===== src/rtl/gray_wptr_ctrl.sv =====
// Write-side pointer controller for an async FIFO: binary/Gray write pointer, read-pointer synchroniser, registered full.
// Optional registered almost_full output when GRAY_WPTR_ALMOST_FULL_EN is defined.
module gray_wptr_ctrl #(
  parameter int unsigned ADDR_WIDTH  = 4,
  parameter int unsigned SYNC_STAGES = 2
`ifdef GRAY_WPTR_ALMOST_FULL_EN
  ,
  parameter int unsigned AF_THRESH   = 12
`endif
) (
  input  logic                  clk,
  input  logic                  rst_n,
  input  logic                  wr_req,
  output logic                  wr_ack,
  output logic                  wr_en,
  output logic [ADDR_WIDTH-1:0] wr_addr,
  output logic [ADDR_WIDTH:0]   wr_gray,
  input  logic [ADDR_WIDTH:0]   rd_gray_async,
  output logic                  full
`ifdef GRAY_WPTR_ALMOST_FULL_EN
  ,
  output logic                  almost_full
`endif
);

  localparam int unsigned PW = ADDR_WIDTH + 1;

  logic [PW-1:0] wr_bin;
  logic [PW-1:0] wr_bin_next;
  logic [PW-1:0] wr_gray_next;
  logic [PW-1:0] rd_sync;
  logic [PW-1:0] full_target;
  logic [PW-1:0] sync_q [SYNC_STAGES];
  logic          push;
  logic          full_next;

  // rst_n gates the handshake so ack/en drop the instant reset asserts.
  assign push    = wr_req & ~full & rst_n;
  assign wr_ack  = push;
  assign wr_en   = push;
  assign wr_addr = wr_bin[ADDR_WIDTH-1:0];
  assign rd_sync = sync_q[SYNC_STAGES-1];

  always_comb begin
    wr_bin_next  = wr_bin + {{ADDR_WIDTH{1'b0}}, push};
    wr_gray_next = wr_bin_next ^ (wr_bin_next >> 1);
    full_target  = {~rd_sync[PW-1:PW-2], rd_sync[PW-3:0]};
    full_next    = (wr_gray_next == full_target);
  end

  always_ff @(posedge clk or negedge rst_n) begin
    if (!rst_n) begin
      for (int unsigned i = 0; i < SYNC_STAGES; i++) begin
        sync_q[i] <= '0;
      end
    end else begin
      sync_q[0] <= rd_gray_async;
      for (int unsigned i = 1; i < SYNC_STAGES; i++) begin
        sync_q[i] <= sync_q[i-1];
      end
    end
  end

  always_ff @(posedge clk or negedge rst_n) begin
    if (!rst_n) begin
      wr_bin  <= '0;
      wr_gray <= '0;
      full    <= 1'b0;
    end else begin
      wr_bin  <= wr_bin_next;
      wr_gray <= wr_gray_next;
      full    <= full_next;
    end
  end

`ifdef GRAY_WPTR_ALMOST_FULL_EN
  logic [PW-1:0] rd_bin;
  logic [PW-1:0] level_next;

  // Gray-to-binary: each binary bit is the XOR of all Gray bits at or above it.
  always_comb begin
    rd_bin = rd_sync;
    for (int unsigned i = 1; i < PW; i++) begin
      rd_bin = rd_bin ^ (rd_sync >> i);
    end
    level_next = wr_bin_next - rd_bin;
  end

  always_ff @(posedge clk or negedge rst_n) begin
    if (!rst_n) begin
      almost_full <= 1'b0;
    end else begin
      almost_full <= (level_next >= PW'(AF_THRESH));
    end
  end
`endif

endmodule


===== config.mk =====
export PLATFORM = sky130hd
export DESIGN_NAME = gray_wptr_ctrl
export DESIGN_NICKNAME = d
export VERILOG_FILES = /design/src/rtl/gray_wptr_ctrl.sv
export SDC_FILE = /design/constraint.sdc
export NUM_CORES = 1
export LEC_CHECK = 0
export ABC_AREA = 1
export ABC_CLOCK_PERIOD_IN_PS = 2450
export BUFFER_PORTS_ARGS = -buffer_cell sky130_fd_sc_hd__buf_2
export CORE_ASPECT_RATIO = 0.9
export CORE_MARGIN = 1
export CORE_UTILIZATION = 54
export CTS_CLUSTER_DIAMETER = 40
export CTS_CLUSTER_SIZE = 8
export DETAILED_ROUTE_END_ITERATION = 7
export PLACE_DENSITY = 0.91
export SLEW_MARGIN = 20
export SYNTH_ARGS = -nofsm -noshare
export SYNTH_HDL_FRONTEND = slang
export SYNTH_SLANG_ARGS = --single-unit

===== constraint.sdc =====
create_clock -name clk -period 2.45 [get_ports clk]
set_clock_uncertainty 0.05 [all_clocks]
set_input_delay 0.245 -clock clk [delete_from_list [all_inputs] [get_ports clk]]
set_output_delay 0.245 -clock clk [all_outputs]
set_load 0.01 [all_outputs]

# Word-level counts from Yosys, hierarchy flattened
# Cells that the tools add are included.
[totals]
word_cells = 12
reg_bits = 21
[classes]
n_bitwise = 5
add_sub_neg = 1
n_eq_ne = 1
[ops]
columns = ["cell", "count"]
rows = [
  ["$add 5x1->5", 1],
  ["$eq 5x5->1", 1],
  ["$xor 5x4->5", 1],
  ["$and 1x1->1", 2],
  ["$not 2->2", 1],
  ["$not 1->1", 1],
]

# Logic depth before layout (Yosys ltp)
# Gate-level depths: netlist (run 1).
[logic_depth]
ltp_word = 6
mapped_depth = 13
depth_no_buf = 13

# Least setup slack after synthesis (run 1)
# Ideal clock, no wire load.
[synth_path]
kind = "flip-flop to flip-flop"
startpoint = "register full"
endpoint = "register full"
required_ns = 2.329
path_slack_ns = 0.583
arrival_time_ns = 1.746
path_buffers = 0
path_stages_with_launch = 13
cell_sequence = "dfrtp_1 -> nor2_1 -> ha_1 -> ha_1 -> inv_1 -> nand2_1 -> nand2_1 -> nand2_1 -> nand2_1 -> nand3_1 -> nor2_1 -> nand2_1 -> nor2_1"
[synth_between]
elab_chain_cells = 6
[synth_lines]
columns = ["item", "line", "source"]
rows = [
  ["start, declared", "19", "output logic full"],
  ["start signal, assigned", "72", "full <= full_next;"],
  ["$not 1->1", "38", "assign push = wr_req & ~full & rst_n;"],
  ["$and 1x1->1 (2 in a row)", "38", ""],
  ["via wr_ack", "14", "output logic wr_ack,"],
  ["$add 5x1->5", "45", "wr_bin_next = wr_bin + {{ADDR_WIDTH{1'b0}}, push};"],
  ["via wr_bin_next[1]", "29", "logic [PW-1:0] wr_bin_next;"],
  ["$xor 5x4->5", "46", "wr_gray_next = wr_bin_next ^ (wr_bin_next >> 1);"],
  ["via wr_gray_next[0]", "30", "logic [PW-1:0] wr_gray_next;"],
  ["$eq 5x5->1", "48", "full_next = (wr_gray_next == full_target);"],
  ["via full_next", "35", "logic full_next;"],
]
# The timed path passes the listed nets, and every way through them passes these cells.

# Worst setup path in the final report (run 1)
[layout_path]
startpoint = "input rst_n"
endpoint = "register full"
[layout_between]
elab_chain_cells = 4
[layout_lines]
columns = ["item", "line", "source"]
rows = [
  ["start, declared", "12", "input logic rst_n,"],
  ["$and 1x1->1", "38", ""],
  ["$add 5x1->5", "45", ""],
  ["via wr_bin_next[1]", "29", ""],
  ["$xor 5x4->5", "46", ""],
  ["via wr_gray_next[0]", "30", ""],
  ["$eq 5x5->1", "48", ""],
  ["via full_next", "35", ""],
]
# The timed path passes the listed nets, and every way through them passes these cells.

==> results.ini, run 1 <==
[clock_tree]
cts.sink_count = 20
clock_tree.buffer_depth = 2
clk-insertion-delay-late_ns = 0.29
cts.reportedPaths.clkPinSlew_ns = 0.10
post_cts.resized_instances = 0
htree_num_levels = 1
post-cts-setup-buffer-count = 0
numCtsBuffers = 3
clock_tree_from_tritoncts = yes
cts_root_buffer = sky130_fd_sc_hd__clkbuf_4

[logic_synthesis]
synth_area_leaders = sky130_fd_sc_hd__dfrtp_1 (61%), sky130_fd_sc_hd__nand2_1 (11%), sky130_fd_sc_hd__nand3_1 (7.9%)
post_synthesis_net_count = 95
synth_sequential_area_ratio_pct = 61.1
synth_seq_cells = 20
synth.cell_area_um2 = 820
syn-mean-instance-area_um2 = 9.64
post-synth-top-count-cell = sky130_fd_sc_hd__nand2_1
yosys_warnings = 0
synth.top_cells.by_count = sky130_fd_sc_hd__nand2_1 (24), sky130_fd_sc_hd__dfrtp_1 (20), sky130_fd_sc_hd__nand3_1 (13), sky130_fd_sc_hd__inv_1 (11), sky130_fd_sc_hd__nand2_2 (6)
synth_edf_count = 0
postSynthCellCount = 85
ys_dominant_reg_cell = sky130_fd_sc_hd__dfrtp_1
proportion_of_netlist_area_held_by_the_largest_area_contributor_pct = 61.1
asyncSetResetFlopFracSynth_pct = 100
ys_types = 13
synth.largest_area_cell = sky130_fd_sc_hd__dfrtp_1

[setup_path]
start_kind = primary input
regToRegSetupSlack_ns = 0.51
worst-setup-path-type = in2reg
critical_path.max_fanout = 5
crit-reg2reg-launch = full$_DFF_PN0_
cp.required_ns = 2.63
reg2regPathDepth = 12
reg2reg_to = full$_DFF_PN0_
worstSetupEndpointType = register
arrival_ns = 2.35

[floorplan]
floorplan.rows = 12
die_area_mm2 = 0.00168
chip_width_um = 43.1
die_y_um = 39.0
core_region_area_mm2 = 0.00132
io-pin-count = 20
floorplan.initialDensity_pct = 62.0

[worst_hold_path]
hold_start = sync_q[6]$_DFF_PN0_
worst_hold_path_ep = rd_sync[1]$_DFF_PN0_
hold_path_depth = 0
worstHoldPathType = reg2reg

[route]
detailroute.via_count = 647
detail_route.drc_violations = 0
vias_per_cell = 5.05
dr.first_iter.drc_count = 8
routed_wl_um = 1550
antenna_left = 0
dr.pass1.iters = 4
post_drt_wl_per_cell_um = 12.1

[global_routing]
grt_first_pass_wirelength_um = 2920
first_global_vias = 692
globalRouteMet3Util_pct = 10.3
grt.met2_usage_pct = 47.7
grt_start_max_net_pins = 21
grt_overflow_total = 0
initial_antenna_violation_count = 0
global_route.peak_usage_layer = met2
grt.total_usage_pct = 24.8
use_met1_pct = 26.4

[sta]
maxSlewViolCount = 0
final_period_minus_worst_setup_slack_ns = 2.17
finalCritPeriodShare_pct = 88.6
worst-slew-pin-transition_ns = 0.266
fin_setup_tns_ns = 0
worst_hold_slack_ns = 0.310
timing.final.setup_violations = 0
timing.fmax_mhz = 461
rsz0062_at_grt = no
postLayoutSetupSlackWorst_ns = 0.279
timing.slew.headroom_pct = 82.2
timing.final.hold_violations = 0

[layout]
final-instance-count-excl-fill = 128
ant_diodes = 0
post_route_cells_drive_above_1_share_pct = 28.9
multiInputGateArea_um2 = 267
area.sequential_um2 = 500
nFillCells = 87
syn2layout_area_growth_pct = 27.5
nets = 125

[pwr]
vdd_drop_max_uv = 701
power_leakage_nw = 0.579
fin_total_pwr_w = 0.00126
power.density_cell_area_mw_per_mm2 = 1210

[placement]
place_inst = 118
gp_congestion = 0.779
place_worst_setup_slack_ns = 0.506
place_hpwl_um = 1110
port_buffers = 19

[run_status]
outcome = finished, final reports clean

[run]
timing.max_cap.violations = 0

cells by family (layout without fill, tap and decap cells):
| kind of cell | count (synthesis) | count (layout) | synth area share, % |
|---|---|---|---|
| DFF | 20 | 20 | 61.1 |
| and+or+nand+nor | 50 | 50 | 29.5 |
| adders and majority gates | 2 | 2 | 3.05 |
| buffers and inverters | 13 | 42 | 6.41 |
final cells by class:
cell class	instances	area share, %
Inverter	12	4.31
Clock buffer	3	2.16
Timing Repair Buffer	26	15.6
Sequential cell	20	47.9
Clock inverter	1	2.87
Multi-Input combinational cell	52	25.5
Tap cell	14	1.68
registers in the layout (all words and copies together), names as in the netlist:
signal,cells
rd_sync,5
sync_q,5
wr_bin,5
wr_gray,4
full,1
power by group:
group / internal, W / switching, W / total (W)
Clock: 0.000165 / 0.0000942 / 0.000259
Sequential: 0.000418 / 0.0000630 / 0.000481
Combinational: 0.000198 / 0.000325 / 0.000524
Total: 0.000782 / 0.000483 / 0.00126
through the flow:
stage	instance area (um2)	util [%]
after floorplan	820	-
after global placement	932	70.5
after detailed placement	932	70.5
after CTS	1040	79.1
after global routing	1040	79.1
final	1040	79.1
cells in the final DEF, fill, tap and decap left out:
| cell | netlist | layout |
|---|---|---|
| sky130_fd_sc_hd__buf_2 | 0 | 19 |
| sky130_fd_sc_hd__nand2_2 | 6 | 6 |
| sky130_fd_sc_hd__dfrtp_1 | 20 | 20 |
| sky130_fd_sc_hd__bufinv_16 | 0 | 1 |
| sky130_fd_sc_hd__nor2_1 | 3 | 3 |
| sky130_fd_sc_hd__clkbuf_4 | 0 | 3 |
| sky130_fd_sc_hd__nand4_2 | 1 | 1 |
| sky130_fd_sc_hd__inv_1 | 11 | 11 |
| sky130_fd_sc_hd__nand2_1 | 24 | 24 |
| sky130_fd_sc_hd__inv_2 | 1 | 1 |
| sky130_fd_sc_hd__nand3_1 | 13 | 13 |
| sky130_fd_sc_hd__buf_4 | 1 | 1 |
| sky130_fd_sc_hd__nand2_4 | 1 | 1 |
| sky130_fd_sc_hd__ha_1 | 2 | 2 |
| sky130_fd_sc_hd__nand3b_1 | 1 | 1 |
| sky130_fd_sc_hd__dlygate4sd3_1 | 0 | 6 |
| sky130_fd_sc_hd__nand4_1 | 1 | 1 |
how the worst max path moves through the flow:
stage          cells after the start  slack [ns]      startpoint              to
2_1_floorplan                     12        0.58  full$_DFF_PN0_  full$_DFF_PN0_
3_3_place_gp                      14        0.66           rst_n  full$_DFF_PN0_
3_5_place_dp                      13        0.51           rst_n  full$_DFF_PN0_
4_1_cts                           15        0.28           rst_n  full$_DFF_PN0_
5_1_grt                           14        0.01           rst_n  full$_DFF_PN0_
6_report                          15        0.28           rst_n  full$_DFF_PN0_
worst max-delay path: stages:
cell                            delay [ns]
sky130_fd_sc_hd__dlygate4sd3_1        0.51
sky130_fd_sc_hd__buf_2                0.12
sky130_fd_sc_hd__nand2_1              0.05
sky130_fd_sc_hd__nor2_1               0.17
sky130_fd_sc_hd__ha_1                 0.26
sky130_fd_sc_hd__ha_1                 0.31
sky130_fd_sc_hd__inv_1                0.12
sky130_fd_sc_hd__nand2_1              0.08
sky130_fd_sc_hd__nand2_1              0.07
sky130_fd_sc_hd__nand2_1              0.05
sky130_fd_sc_hd__nand2_1              0.05
sky130_fd_sc_hd__nand3_1              0.07
sky130_fd_sc_hd__nor2_1               0.09
sky130_fd_sc_hd__nand2_1              0.05
sky130_fd_sc_hd__nor2_1               0.09
routing by layer:
metal | routed length, um | share of wire [%] | vias to the layer above
met4 | 0 | 0 | 0
met5 | 0 | 0 | -
met2 | 817 | 53 | 29
li1 | - | - | 323
met3 | 144 | 9.3 | 0
met1 | 589 | 38 | 295
timing repair:
action | 4_1_cts | 5_1_grt
hold buffers | 6 | 0
endpoints found under the hold margin | 25 | 0
endpoints found under the setup margin | 0 | 0
No activity file was read; power rests on OpenSTA's default activity.
==> run 2, diff against run 1 <==
--- a/config.mk
+++ b/config.mk
@@ -8,7 +8,6 @@
 export ABC_AREA = 1
 export ABC_CLOCK_PERIOD_IN_PS = 2450
 export BUFFER_PORTS_ARGS = -buffer_cell sky130_fd_sc_hd__buf_2
-export CORE_ASPECT_RATIO = 0.9
 export CORE_MARGIN = 1
 export CORE_UTILIZATION = 54
 export CTS_CLUSTER_DIAMETER = 40
==> results.ini, run 2 (synthesized netlist as in run 1, its figures left out) <==
[route]
detailroute.via_count = 631
met1_length_um = 631
met3_wirelength_um = 56
vias_per_cell = 4.89
dr.first_iter.drc_count = 8
detail_route.drc_violations = 0
post_drt_wl_per_cell_um = 10.7
routed_wl_um = 1380
antenna_left = 0
met2WireLength_um = 678
dr.pass1.iters = 4
top_signal_layer_used = met4

[pwr]
p_clk_share_pct = 15.4
p_int_w = 0.000707
seq_power_share_pct = 40.4
power_frac_comb_pct = 44.1
vdd_drop_max_uv = 713
power.density_cell_area_mw_per_mm2 = 1140
power_leakage_nw = 0.572
netSwitchingFraction_pct = 40.0
netSwitchingPower_w = 0.000472

[placement]
gp_congestion = 0.725
place_hpwl_um = 971
port_buffers = 19

[clock_tree]
htree_num_levels = 1
clock_tree_from_tritoncts = yes
cts_root_buffer = sky130_fd_sc_hd__clkbuf_4
cts.sink_count = 20
numCtsBuffers = 3
clock_tree.buffer_depth = 2
cts.reportedPaths.clkPinSlew_ns = 0.10
clk-insertion-delay-late_ns = 0.29
post_cts.resized_instances = 0

[setup_path]
critical_path.max_fanout = 5
start_kind = primary input
regToRegSetupSlack_ns = 0.46
worstSetupEndpointType = register
reg2regPathDepth = 12
arrival_ns = 2.37
worst-setup-path-type = in2reg
cp.required_ns = 2.63
reg2reg_to = full$_DFF_PN0_
crit-reg2reg-launch = full$_DFF_PN0_

[sta]
maxSlewViolCount = 0
rsz0062_at_grt = no
fin_setup_tns_ns = 0
worst_hold_slack_ns = 0.311
worst-slew-pin-transition_ns = 0.247
final_period_minus_worst_setup_slack_ns = 2.19
timing.slew.headroom_pct = 83.5
timing.fmax_mhz = 456
timing.final.setup_violations = 0
timing.final.hold_violations = 0
finalCritPeriodShare_pct = 89.4

[layout]
layout.cells.most_common = sky130_fd_sc_hd__nand2_1
syn2layout_area_growth_pct = 25.6
nets = 125
post_route_cells_drive_above_1_share_pct = 28.9
layout.cells.most_common_list = sky130_fd_sc_hd__nand2_1 (24), sky130_fd_sc_hd__dfrtp_1 (20), sky130_fd_sc_hd__buf_2 (19)
ant_diodes = 0

[global_routing]
grt_first_pass_wirelength_um = 2080
first_global_vias = 526
initial_antenna_violation_count = 0
grt.total_usage_pct = 20.4
grt_start_max_net_pins = 21
grt_overflow_total = 0

[run_status]
outcome = finished, final reports clean

[floorplan]
chip_width_um = 41.0
floorplan.rows = 13
core_region_area_mm2 = 0.00135
die_y_um = 41.0
floorplan.initialDensity_pct = 60.7
die_area_mm2 = 0.00168
io-pin-count = 20

[worst_hold_path]
hold_start = sync_q[7]$_DFF_PN0_
worst_hold_path_ep = rd_sync[2]$_DFF_PN0_
hold_path_depth = 0
worstHoldPathType = reg2reg

[run]
timing.max_cap.violations = 0

==> run 2: critical path: stages <==
cell and delay (ns):
sky130_fd_sc_hd__dlygate4sd3_1 0.52, sky130_fd_sc_hd__buf_2 0.11, sky130_fd_sc_hd__nand2_1 0.04, sky130_fd_sc_hd__nor2_1 0.16, sky130_fd_sc_hd__ha_1 0.25, sky130_fd_sc_hd__ha_1 0.30, sky130_fd_sc_hd__inv_1 0.11, sky130_fd_sc_hd__nand2_1 0.07
sky130_fd_sc_hd__nand2_1 0.09, sky130_fd_sc_hd__nand2_1 0.06, sky130_fd_sc_hd__nand2_1 0.05, sky130_fd_sc_hd__nand3_1 0.07, sky130_fd_sc_hd__nor2_1 0.10, sky130_fd_sc_hd__nand2_1 0.09, sky130_fd_sc_hd__nor2_1 0.10
==> run 2: cell type report <==
type	count	area (um2)
clock buffer	4	36.3
fill	91	320
inverter	12	45.0
multi-input combinational	52	267
sequential	20	500
tap	15	18.8
timing repair buffer	26	163
==> run 2: timing repair <==
item                      in CTS  in global routing
hold buffers                   6                  0
hold endpoints to repair      25                  0
buffers inserted               0                  0
==> run 2: worst max path at each step <==
stage	from	to	slack (ns)	cells past startpoint
3_3_place_gp	full$_DFF_PN0_	full$_DFF_PN0_	0.68	12
2_1_floorplan	full$_DFF_PN0_	full$_DFF_PN0_	0.58	12
4_1_cts	rst_n	full$_DFF_PN0_	0.32	15
6_report	rst_n	full$_DFF_PN0_	0.26	15
3_5_place_dp	full$_DFF_PN0_	full$_DFF_PN0_	0.56	12
5_1_grt	rst_n	full$_DFF_PN0_	0.06	15
==> run 2: per-layer routing <==
layer | up-vias | GRT usage (%)
met5 | - | 0
met4 | 0 | 12.5
met3 | 2 | 6.52
met2 | 16 | 33.6
met1 | 288 | 22.7
li1 | 325 | -
==> run 2: power groups by stage <==
stage / logic, W / clock network [W] / registers (W)
floorplan: 0.000318 / 0 / 0.000522
global placement: 0.000485 / 0 / 0.000482
detailed placement: 0.000507 / 0 / 0.000485
CTS: 0.000518 / 0.000188 / 0.000478
global route: 0.000591 / 0.000202 / 0.000494
finish: 0.000520 / 0.000182 / 0.000477
==> run 2: stage by stage <==
stage | std cells | power, W | utilization (%) | instance area, um2 | worst slack [ns]
5_1_grt | 129 | 0.00129 | 76.3 | 1030 | 0.0643
2_1_floorplan | 85 | 0.000840 | - | 820 | 0.583
4_1_cts | 129 | 0.00118 | 76.3 | 1030 | 0.320
3_5_place_dp | 119 | 0.000992 | 69.1 | 933 | 0.564
6_report | 129 | 0.00118 | 76.3 | 1030 | 0.259
3_3_place_gp | 119 | 0.000967 | 69.1 | 933 | 0.683
